## config.mk

```make
export PLATFORM = sky130hd
export DESIGN_NAME = cfi_campaign_ctrl
export DESIGN_NICKNAME = d
export VERILOG_FILES = /design/src/rtl/cfi_campaign_ctrl_pkg.sv /design/src/rtl/cfi_campaign_ctrl_lfsr20.sv /design/src/rtl/cfi_campaign_ctrl.sv
export SDC_FILE = /design/constraint.sdc
export NUM_CORES = 1
export LEC_CHECK = 0
export BUFFER_PORTS_ARGS = -buffer_cell sky130_fd_sc_hd__buf_2
export CORE_ASPECT_RATIO = 1.25
export CORE_MARGIN = 2
export CORE_UTILIZATION = 54
export DETAILED_ROUTE_END_ITERATION = 16
export PLACE_DENSITY_LB_ADDON = 0.05
export SYNTH_ARGS = -nofsm -noshare
export SYNTH_HDL_FRONTEND = slang
export SYNTH_SLANG_ARGS = --single-unit
```

## constraint.sdc

```tcl
create_clock -name clk -period 2.1 [get_ports clk]
set_input_delay 0.105 -clock clk [delete_from_list [all_inputs] [get_ports clk]]
set_output_delay 0.105 -clock clk [all_outputs]
set_load 0.005 [all_outputs]
```

## src/rtl/cfi_campaign_ctrl_pkg.sv

```systemverilog
// Shared types and constants for the CFI fault-injection campaign controller.
package cfi_camp_pkg;

    typedef enum logic [2:0] {IDLE, G, F, N, DONE} state_t;

    localparam logic [1:0] FT_NONE = 2'd0;
    localparam logic [1:0] FT_SA0  = 2'd1;
    localparam logic [1:0] FT_SA1  = 2'd2;
    localparam logic [1:0] FT_INV  = 2'd3;

    localparam int unsigned NUM_LOC    = 8;
    localparam int unsigned NUM_FAULTS = 24;

    localparam int unsigned LFSR_W      = 20;
    localparam int unsigned LFSR_TAP_HI = 19;
    localparam int unsigned LFSR_TAP_LO = 16;

    // Fibonacci step for x^20 + x^17 + 1
    function automatic logic [LFSR_W-1:0] lfsr_next(input logic [LFSR_W-1:0] s);
        return {s[LFSR_W-2:0], s[LFSR_TAP_HI] ^ s[LFSR_TAP_LO]};
    endfunction

endpackage

```

## src/rtl/cfi_campaign_ctrl_lfsr20.sv

```systemverilog
// 20-bit operand LFSR with synchronous seed load; load has priority over advance.
module lfsr20
    import cfi_camp_pkg::*;
(
    input  logic              clk,
    input  logic              reset,
    input  logic              load,
    input  logic              en,
    input  logic [LFSR_W-1:0] seed,
    output logic [LFSR_W-1:0] q
);

    always_ff @(posedge clk) begin
        if (reset)
            q <= '0;
        else if (load)
            q <= seed;
        else if (en)
            q <= lfsr_next(q);
    end

endmodule

```

## src/rtl/cfi_campaign_ctrl.sv

```systemverilog
// Exhaustive 24-fault campaign sequencer for the CFI datapath.
// Optional CFI_CAMP_MAP_EN adds a per-fault detection bitmap output det_map.
module cfi_campaign_ctrl
    import cfi_camp_pkg::*;
#(
    parameter int unsigned       NUM_PAT   = 16,
    parameter logic [LFSR_W-1:0] LFSR_SEED = 20'h00001
) (
    input  logic        clk,
    input  logic        reset,
    input  logic        start,
    output logic        busy,
    output logic        done,
    output logic [7:0]  cfi_a,
    output logic [3:0]  cfi_b,
    output logic [7:0]  cfi_c,
    output logic [2:0]  cfi_loc,
    output logic [1:0]  cfi_type,
    input  logic [7:0]  cfi_y,
    output logic [4:0]  det_cnt
`ifdef CFI_CAMP_MAP_EN
   ,output logic [NUM_FAULTS-1:0] det_map
`endif
);

    localparam logic [7:0] LAST_PAT = 8'(NUM_PAT - 1);
    localparam logic [2:0] LAST_LOC = 3'(NUM_LOC - 1);

    state_t            state;
    logic [2:0]        loc;
    logic [1:0]        ftype;
    logic [7:0]        pat_idx;
    logic [7:0]        golden;
    logic              hit;
    logic              lfsr_load;
    logic              lfsr_en;
    logic [LFSR_W-1:0] lfsr_q;

    always_comb begin
        lfsr_load = ((state == IDLE || state == DONE) && start) || (state == N);
        lfsr_en   = (state == F);
    end

    lfsr20 u_lfsr (
        .clk   (clk),
        .reset (reset),
        .load  (lfsr_load),
        .en    (lfsr_en),
        .seed  (LFSR_SEED),
        .q     (lfsr_q)
    );

    // Operands come straight off the LFSR flops: they hold across G and F of a pattern.
    assign cfi_a   = lfsr_q[19:12];
    assign cfi_b   = lfsr_q[11:8];
    assign cfi_c   = lfsr_q[7:0];
    assign cfi_loc = loc;

`ifdef CFI_CAMP_MAP_EN
    logic [4:0] map_idx;
    always_comb map_idx = {2'b00, loc} * 5'd3 + {3'b000, ftype} - 5'd1;
`endif

    always_ff @(posedge clk) begin
        if (reset) begin
            state    <= IDLE;
            busy     <= 1'b0;
            done     <= 1'b0;
            det_cnt  <= '0;
            cfi_type <= FT_NONE;
            loc      <= '0;
            ftype    <= FT_NONE;
            pat_idx  <= '0;
            golden   <= '0;
            hit      <= 1'b0;
`ifdef CFI_CAMP_MAP_EN
            det_map  <= '0;
`endif
        end else begin
            case (state)
                IDLE, DONE: begin
                    if (start) begin
                        state   <= G;
                        busy    <= 1'b1;
                        done    <= 1'b0;
                        det_cnt <= '0;
                        loc     <= '0;
                        ftype   <= FT_SA0;
                        pat_idx <= '0;
                        hit     <= 1'b0;
`ifdef CFI_CAMP_MAP_EN
                        det_map <= '0;
`endif
                    end
                end
                G: begin
                    golden   <= cfi_y;
                    cfi_type <= ftype;
                    state    <= F;
                end
                F: begin
                    if (cfi_y != golden)
                        hit <= 1'b1;
                    cfi_type <= FT_NONE;
                    if (pat_idx == LAST_PAT) begin
                        pat_idx <= '0;
                        state   <= N;
                    end else begin
                        pat_idx <= pat_idx + 8'd1;
                        state   <= G;
                    end
                end
                N: begin
                    det_cnt <= det_cnt + {4'd0, hit};
`ifdef CFI_CAMP_MAP_EN
                    if (hit)
                        det_map[map_idx] <= 1'b1;
`endif
                    hit <= 1'b0;
                    if (ftype != FT_INV) begin
                        ftype <= ftype + 2'd1;
                    end else begin
                        ftype <= FT_SA0;
                        loc   <= loc + 3'd1;
                    end
                    if (loc == LAST_LOC && ftype == FT_INV) begin
                        state <= DONE;
                        busy  <= 1'b0;
                        done  <= 1'b1;
                    end else begin
                        state <= G;
                    end
                end
                default: state <= IDLE;
            endcase
        end
    end

endmodule

```

==> impl_summary.txt <==
----------------------------------------------------
[Power and ir drop]
  Areal power density over the cells ... 762 nW/µm²
  Maximum vdd drop ... roughly 0.58 mV
  Static Leak ... 0.00107 µW

[Cells and area]
  Total non-filler cell area in the finished layout ... between 2000 and 3000 µm²
  Synth-to-layout area growth ... 17.1%
  Share of the core filled with cells in the final layout ... between 60% and 70%
  Fraction of final layout cells sized beyond drive strength 1 ... 20.8%
  Final-stage net count ... 324
  Antenna Diode Count ... 0

[Critical path]
  Data required time at the worst endpoint ... 2.34 ns
  Crit path arrival time ... roughly 1.9 ns
  R2R Path Start ... state[1]
  Worst Setup Start Kind ... flop
  Kind of end point of the critical path ... flop
  Biggest fanout along the worst timing path ... 22
  Type of the worst setup path ... flop to flop
  Critical path launch point ... state[1]

[Timing]
  Max-slew headroom ... 57.5%
  Unrepaired setup endpoints after global routing ... false
  Min cycle time layout ... 1.69 ns
  Endpoints failing setup ... 0
  Setup skew after layout ... around 0.0065 ns
  Max-slew violations ... 0
  Fraction of the cycle the final worst path needs ... 80.4%
  Pin slew with the least headroom to its limit ... about 0.64 ns
  Sum of negative setup slack ... 0 ns
  Hold Violations, Final ... 0
  Fmax ... slightly below 600 MHz

[Outcome]
  Run status ... complete, no violations

[Route]
  Number of vias per cell ... around 5.3
  Detailed-route DRC error count ... 0
  Wirelength per Cell ... ~12 µm
  Aggregate routed wire length ... approximately 4.4 mm
  1st-pass router iterations ... 4
  Total number of vias ... 1922
  Post-route antenna net violation count ... 0
  DRC marker count from the first detailed-route iteration ... 81

[Logic synthesis]
  Flip-flop cell with the highest count after synthesis ... dfxtp_1
  Area contributors post-synth ... dfxtp_1 47%, a21oi_1 7.7%, nand2_1 7.5%, nor2_1 4.8%, mux2i_1 3.9%
  Gate count of the mapped netlist ... about 270
  Cell taking the most area after synthesis ... dfxtp_1
  Sequential cell area fraction in the yosys report ... a little under half
  Unique masters post-synth ... 39
  Number of enable-type register cells in the synthesized netlist ... 0
  Flops & latches, synth ... 54
  Syn Nets ... 284
  Synthesis Warnings ... 0
  Proportion of netlist area held by the largest area contributor ... a little under half
  Synth Cell Area ... 2290 µm²
  Average instance area after synthesis ... 8.60 µm²
  Async set-or-reset flop fraction in the synthesized netlist ... 0%

[Place]
  # port buffers ... 42
  Standard cell area after detailed placement ... 2540 µm²
  Total half-perimeter wirelength after legalization and detailed placement ... 3.16 mm
  Global placement routability congestion ... 0.773

[Die]
  Effective utilization at floorplan ... between 50% and 60%
  Full die area ... 4780 µm²
  Area inside the core boundary ... 4070 µm²
  Floorplan die width ... roughly 62 µm
  IO Count ... 43
  Vertical die dimension ... 76.8 µm
  Placement row count ... 26

[Global routing]
  Pin count of the biggest net entering global routing ... 34
  Antenna violations before repair ... 0
  GRT Total Usage ... about a fifth
  Via count of the first global-routing pass ... approximately 1800
  Wire length of the first global-routing pass ... approximately 7.6 mm
  Remaining global-route overflow ... 0

[Clock tree]
  CTS tree ... yes
  CTS buffer count ... 5
  CTS sink cnt ... 54
  Maximum buffer depth of the clock tree ... 2
  Post-CTS Hold Fix Bufs ... 0
  Root buffer cell ... clkbuf_8
  Setup fix buffers added after clock tree synthesis ... 0
  Worst-path clk slew ... 0.09 ns
  Post-CTS resize count ... 0
  Clock insertion delay at the later pin of the skew report ... between 0.3 and 0.4 ns
  Number of levels in the clock H-tree ... 2

[Flow run]
  Max-cap violations ... 0

[Hold path]
  Path category of the worst min-delay check ... primary input to flop
  Min-Delay Startpoint ... cfi_y[0]

----------------------------------------------------
power by group:
| part | internal (µW) | switching (µW) |
|---|---|---|
| combinational | 65.1 | 91.6 |
| clock | 477 | 343 |
| sequential | 1040 | 19.6 |
| total | 1590 | 454 |
synthesized netlist by cell type (4+ instances only):
master and number:
dfxtp_1 54, nand2_1 46, a21oi_1 35, nor2_1 29, nand3_1 12, mux2i_1 9, xnor2_1 9, ha_1 7
clkbuf_1 6, a22oi_1 5, buf_2 5, nand4_1 5, nor3_1 4, or2_2 4
kinds of logic after synthesis:
kind of cell	after synthesis	share of synthesized area [%]
AO/OA/AOI/OAI	55	14.3
XOR/XNOR	10	3.83
adder cells (fa/ha/maj)	7	3.83
buffers and inverters	18	4.05
flip-flops	54	47.3
multiplexers	9	3.94
AND/OR/NAND/NOR	113	22.8
critical path: stages, from the launching register on:
cell	delay, ns
dfxtp_1	0.49
or3b_1	0.52
buf_4	0.26
a21oi_1	0.12
o21ai_0	0.08
a21oi_1	0.15
cell type report:
class / count / area (µm²)
Multi-Input combinational cell: 194 / 1120
Timing Repair Buffer: 48 / 255
Tap cell: 56 / 70.1
Sequential cell: 54 / 1080
Clock inverter: 3 / 68.8
Inverter: 3 / 11.3
Fill cell: 367 / 1390
Clock buffer: 5 / 68.8
stage by stage:
stage	setup slack (ns)	total power, µW	std cells	hold WS (ns)
2_1_floorplan	0.611	1200	266	0.252
3_3_place_gp	0.487	1240	355	0.367
3_5_place_dp	0.442	1250	355	0.376
4_1_cts	0.409	2060	363	0.0485
5_1_grt	0.288	2120	363	0.0542
6_report	0.412	2040	363	0.0505
placed cells by master, fill, tap and decap left out, types with 2 or more instances in the layout:
cell type | netlist | final
a211oi_1 | 3 | 3
a21oi_1 | 35 | 35
a22oi_1 | 5 | 5
a31oi_1 | 2 | 2
buf_2 | 5 | 42
buf_4 | 3 | 6
bufinv_16 | 0 | 2
clkbuf_8 | 0 | 5
dfxtp_1 | 54 | 54
ha_1 | 7 | 7
inv_1 | 3 | 3
mux2i_1 | 9 | 9
nand2_1 | 46 | 46
nand3_1 | 12 | 12
nand4_1 | 5 | 5
nor2_1 | 29 | 29
nor3_1 | 4 | 4
nor3b_2 | 0 | 2
o21ai_0 | 3 | 3
or2_2 | 4 | 4
xnor2_1 | 9 | 9
per-layer routing:
metal / share of wire (%) / up-vias / GRT usage, % / wire length, µm
li1: - / 991 / - / -
met4: 1.4 / 0 / 7.33 / 63
met5: 0 / - / 0 / 0
met1: 45 / 896 / 21.7 / 2000
met2: 50 / 29 / 36.0 / 2200
met3: 3.3 / 6 / 4.55 / 145
path summary, 6_finish.rpt:
| kind | end | slack (ns) | cells after the start |
|---|---|---|---|
| worst min register to register | u_lfsr.q[4] | 0.47 | 2 |
| worst max register to register | pat_idx[6] | 0.41 | 5 |
| worst max-delay path | pat_idx[6] | 0.41 | 5 |
| worst min-delay path | golden[0] | 0.05 | 3 |
registers in the layout, indices dropped and copies added, names as in the netlist:
signal    cells
golden        8
busy          1
det_cnt       5
pat_idx       8
cfi_type      2
hit           1
done          1
state         3
ftype         2
cfi_loc       3
u_lfsr.q     20
(Power assumes the default switching activity.)
